[src/rtl/mult_dispatcher.sv]
// Front-end controller for the signed 32x32 sequential multiplier: queues operand
// pairs, launches one op at a time with a start pulse, and hands the product downstream.
module mult_dispatcher #(
    parameter int DEPTH   = 4,
    parameter int TIMEOUT = 64
) (
    input  logic        clk,
    input  logic        rst,
    input  logic        in_valid,
    output logic        in_ready,
    input  logic [31:0] in_a,
    input  logic [31:0] in_b,
    output logic        mul_start,
    output logic [31:0] mul_multiplicand,
    output logic [31:0] mul_multiplier,
    input  logic [63:0] mul_product,
    input  logic        mul_done,
    output logic        out_valid,
    input  logic        out_ready,
    output logic [63:0] out_product,
    output logic        busy,
    output logic        timeout_err
);

    localparam int AW = $clog2(DEPTH);
    localparam int CW = AW + 1;
    localparam int TW = $clog2(TIMEOUT);

    typedef enum logic [2:0] {
        S_IDLE,
        S_START,
        S_ARM,
        S_WAIT,
        S_OUT
    } state_t;

    logic [31:0]   mem_a_q [DEPTH];
    logic [31:0]   mem_b_q [DEPTH];
    logic [AW-1:0] wr_ptr_q;
    logic [AW-1:0] rd_ptr_q;
    logic [CW-1:0] count_q;
    logic [CW-1:0] count_d;
    logic          push;
    logic          pop;
    logic          fifo_empty;
    logic          fifo_full;
    logic [31:0]   head_a;
    logic [31:0]   head_b;

    state_t        state_q;
    logic          mul_start_q;
    logic [31:0]   mul_a_q;
    logic [31:0]   mul_b_q;
    logic          out_valid_q;
    logic [63:0]   out_product_q;
    logic          timeout_err_q;
    logic [TW-1:0] timer_q;
    logic          timer_expired;

    // A pop in the same cycle never frees a slot for a push while full.
    assign fifo_full  = (count_q == CW'(DEPTH));
    assign fifo_empty = (count_q == '0);
    assign in_ready   = !fifo_full;
    assign push       = in_valid && in_ready;
    assign head_a     = mem_a_q[rd_ptr_q];
    assign head_b     = mem_b_q[rd_ptr_q];

    assign timer_expired = (timer_q == TW'(TIMEOUT - 1));
    // The head entry stays queued until its op resolves (done or abandoned).
    assign pop = (state_q == S_WAIT) && (mul_done || timer_expired);

    always_comb begin
        count_d = count_q;
        case ({push, pop})
            2'b10:   count_d = count_q + 1'b1;
            2'b01:   count_d = count_q - 1'b1;
            default: count_d = count_q;
        endcase
    end

    always_ff @(posedge clk) begin
        if (push) begin
            mem_a_q[wr_ptr_q] <= in_a;
            mem_b_q[wr_ptr_q] <= in_b;
        end
    end

    always_ff @(posedge clk or posedge rst) begin
        if (rst) begin
            wr_ptr_q <= '0;
            rd_ptr_q <= '0;
            count_q  <= '0;
        end else begin
            if (push) wr_ptr_q <= wr_ptr_q + 1'b1;
            if (pop)  rd_ptr_q <= rd_ptr_q + 1'b1;
            count_q <= count_d;
        end
    end

    always_ff @(posedge clk or posedge rst) begin
        if (rst) begin
            state_q       <= S_IDLE;
            mul_start_q   <= 1'b0;
            mul_a_q       <= '0;
            mul_b_q       <= '0;
            out_valid_q   <= 1'b0;
            out_product_q <= '0;
            timeout_err_q <= 1'b0;
            timer_q       <= '0;
        end else begin
            mul_start_q <= 1'b0;
            case (state_q)
                S_IDLE: begin
                    if (!fifo_empty) begin
                        mul_a_q     <= head_a;
                        mul_b_q     <= head_b;
                        mul_start_q <= 1'b1;
                        state_q     <= S_START;
                    end
                end
                S_START: begin
                    state_q <= S_ARM;
                end
                // Guard cycle: a done still visible here belongs to an earlier op.
                S_ARM: begin
                    timer_q <= '0;
                    state_q <= S_WAIT;
                end
                S_WAIT: begin
                    if (mul_done) begin
                        out_product_q <= mul_product;
                        out_valid_q   <= 1'b1;
                        state_q       <= S_OUT;
                    end else if (timer_expired) begin
                        timeout_err_q <= 1'b1;
                        state_q       <= S_IDLE;
                    end else begin
                        timer_q <= timer_q + 1'b1;
                    end
                end
                S_OUT: begin
                    if (out_ready) begin
                        out_valid_q <= 1'b0;
                        if (!fifo_empty) begin
                            mul_a_q     <= head_a;
                            mul_b_q     <= head_b;
                            mul_start_q <= 1'b1;
                            state_q     <= S_START;
                        end else begin
                            state_q <= S_IDLE;
                        end
                    end
                end
                default: state_q <= S_IDLE;
            endcase
        end
    end

    assign mul_start        = mul_start_q;
    assign mul_multiplicand = mul_a_q;
    assign mul_multiplier   = mul_b_q;
    assign out_valid        = out_valid_q;
    assign out_product      = out_product_q;
    assign timeout_err      = timeout_err_q;
    assign busy             = (state_q != S_IDLE) || !fifo_empty;

endmodule

[config.mk]
export PLATFORM = sky130hd
export DESIGN_NAME = mult_dispatcher
export DESIGN_NICKNAME = d
export VERILOG_FILES = /design/src/rtl/mult_dispatcher.sv
export SDC_FILE = /design/constraint.sdc
export NUM_CORES = 1
export LEC_CHECK = 0
export CAP_MARGIN = 20
export CORE_MARGIN = 5
export CORE_UTILIZATION = 52
export DETAILED_ROUTE_END_ITERATION = 10
export PLACE_DENSITY = 0.79
export SYNTH_ARGS = -nofsm -noshare
export SYNTH_HDL_FRONTEND = slang
export SYNTH_SLANG_ARGS = --single-unit
[constraint.sdc]
create_clock -name clk -period 6.1 [get_ports clk]
set_clock_uncertainty 0.1 [all_clocks]
set_input_delay 0.61 -clock clk [delete_from_list [all_inputs] [get_ports clk]]
set_output_delay 0.61 -clock clk [all_outputs]
set_load 0.01 [all_outputs]
==> results.md <==
* Startpoint types: register
* Die area at 32400 µm²
* Final hold violation count at 0
* CP endpoint kind: register
* Worst-Margin Slew at 1.09 ns
* Detailed Place HPWL at 18.6 mm
* Clock power share at 0.251
* Pin count of the biggest net entering global routing at 69
* Residual DRC count at 0
* Wire length per cell at roughly 22 µm
* FMAX at 372 MHz
* Vias in the first global route at 8339
* PwrDens at 512 nW/µm²
* Via count at between 7000 and 8000
* Initial Util at 0.525
* Cell family with most CP delay: flip-flops
* EDFF count, synth at 256
* Cells after Synth at between 700 and 800
* Post-CTS Setup Inserts at 0
* Num CTS Buffers at 41
* Core outline area at 28600 µm²
* Worst-path maximum fanout at 42
* Share of cells above drive strength 1 at 0.265
* Clk_lat worst skew at 0.52 ns
* Hold-fix buffers at CTS at 0
* Max incr delay on CP at 1.01 ns
* Area contributors post-synth: edfxtp_1 (51%), dfrtp_1 (24%), mux2_2 (9.7%)
* Peak VDD IR at 0.461 mV
* Vias/cell at roughly 5.4
* Logic pwr share at 0.309
* WL final at 30.7 mm
* Final Setup Violations at 0
* Met2 WL at approximately 15 mm
* Initial antenna violation count at 1
* Leak at 7.04 nW
* Levels on crit path at 3
* TritonCTS clock tree: yes
* Area Growth Syn to Fin at 29.1%
* Final net count at 1135
* Max Slew Vio Count at 0
* Warnings, synthesis at 0
* Slew headroom at 0.276
* Met3 WL at 2.21 mm
* Setup_tns at 0 ns
* Buffers plus inverters on the worst setup path at 1
* Switching share of total power at 0.279
* Pint at 7.17 mW
* Die width at 180 µm
* Largest area contributor in the netlist: edfxtp_1
* Synth Flop Type: edfxtp_1
* Register area share after synthesis at 0.756
* Net Count, Synth at 853
* PostCTS Resize Cnt at 0
* Routed length on met1 at roughly 13 mm
* R2R cell count at 3
* Clock tree buffer depth at 3
* Antenna Cells at 0
* CP Cell Sequence: buf_4, mux4_2, mux2_2
* CTS sink cnt at between 400 and 500
* Sw power at 2.77 mW
* Yosys cell types at 38
* Post-route ant nets at 0
* Seq cells post-synth at 403
* Slowest stage cell, crit path: dfrtp_4
* Worst Path Arrival at about 3.0 ns
* DRT Pass-1 Iters at 4
* RePlAce Congestion at 0.814
* Sequential power share at 0.439
* Mean Syn Cell Area at about 21 µm²
* Max-cap viol count at 0
* CTS HTree Levels at 2
* I/O Pins at around 270
* Status: complete, no violations
* Top Layer Used: met5
* FP Rows at 62
* Reg clk slew, reported paths at 0.06 ns
* GRT Total Usage at 0.193
* Layout Cell Area excl Fill at about 19000 µm²
* Initial DRC count at approximately 370
* Placed cell area at about 18000 µm²
* Hold Crit Depth at 1
* Top-area cell type share of the netlist area at 0.511
* Buffers on Ports at 265
* Unrepaired setup endpoints after global routing: false
* Required @ worst endpoint at 6.40 ns
* FFs w/ async S/R, synth at 0.365
* First-pass GRT wire length at between 40 and 50 mm
* GR Overflow Total at 0
* Cell Area, Synth at 15000 µm²
* Final min period at roughly 2.7 ns
* HP Class: register to register
* Worst reg2reg setup slack at around 3.4 ns
* Critical path type: register to register
* Root buffer cell: clkbuf_16
* Die H at 180 µm
* Crit share post-route at 0.441
## routing by layer
metal,GRT usage,vias to the layer above
li1,-,3382
met1,0.256,3934
met2,0.326,273
met3,0.0521,40
met4,0.0430,2
met5,0,-
## power by group through the flow
stage,combinational (mW),sequential [mW],clock [mW]
4_1_cts,3.14,4.39,2.56
3_5_place_dp,3.12,4.43,0
5_1_grt,3.30,4.48,2.69
2_1_floorplan,1.74,4.34,0
6_report,3.07,4.37,2.50
3_3_place_gp,3.04,4.40,0
## cell usage in the layout (no fill, tap or decap), drive strengths merged, types with 8 or more instances in the layout
cell type      instances
clkdlybuf4s50        265
edfxtp               256
dfrtp                147
mux2                 129
mux4                  64
clkbuf                55
clkinv                14
inv                   12
nand2                  9
nand3                  8
## path summary, 6_finish.rpt
path | end | start
hold reg to reg | mul_multiplier[26] | mul_multiplier[26]
max in group asynchronous | mul_multiplier[6] | rst
setup reg to reg | mul_multiplicand[26] | rd_ptr_q[0]
hold / removal | mul_multiplier[26] | mul_multiplier[26]
setup / recovery | mul_multiplicand[26] | rd_ptr_q[0]
min in group asynchronous | out_product[56] | rst
## final cells by class
| cell class | instances | area, µm² |
|---|---|---|
| tap | 384 | 480 |
| clock inverter | 20 | 199 |
| multi-input combinational | 268 | 3440 |
| clock buffer | 55 | 1170 |
| inverter | 11 | 46.3 |
| fill | 1845 | 9220 |
| sequential | 403 | 11400 |
| timing repair buffer | 270 | 2690 |
## logic make-up after synthesis
family	share of synthesized area
DFF	0.756
AOI/OAI and AO/OA	0.00957
muxes	0.193
adders and majority gates	0.00633
and+or+nand+nor	0.0143
xor gates and xnor gates	0.00350
buffers and inverters	0.0168
## Yosys cell counts, drive strengths merged, types with 2 or more instances
library cell / instances
a21oi: 4
inv: 11
nand4: 5
a31o: 2
xor2: 4
o211ai: 3
buf: 24
mux2: 129
nor2: 6
o41ai: 2
clkbuf: 7
and3: 6
xnor2: 2
ha: 6
a31oi: 2
mux4: 64
nor3: 3
nand2: 9
edfxtp: 256
dfrtp: 147
nand3: 8
## sequential cells by signal, summed over array words and instances (netlist names)
register and cells:
mul_multiplier 32, mul_multiplicand 32, wr_ptr_q 2, rd_ptr_q 2
mem_b_q 128, mul_start 1, out_valid 1, out_product 64
timeout_err 1, state_q 3, count_q 3, timer_q 6
mem_a_q 128
## through the flow
step / setup slack [ns] / total power, mW / instances / hold WS, ns / util
floorplan: 1.44 / 6.08 / 713 / 0.377 / -
global placement: 3.01 / 7.44 / 1336 / 0.388 / 0.630
detailed placement: 2.91 / 7.56 / 1336 / 0.391 / 0.630
CTS: 3.31 / 10.1 / 1411 / 0.406 / 0.678
global route: 3.15 / 10.5 / 1411 / 0.414 / 0.678
finish: 3.41 / 9.94 / 1411 / 0.403 / 0.678
(Power assumes the default switching activity.)
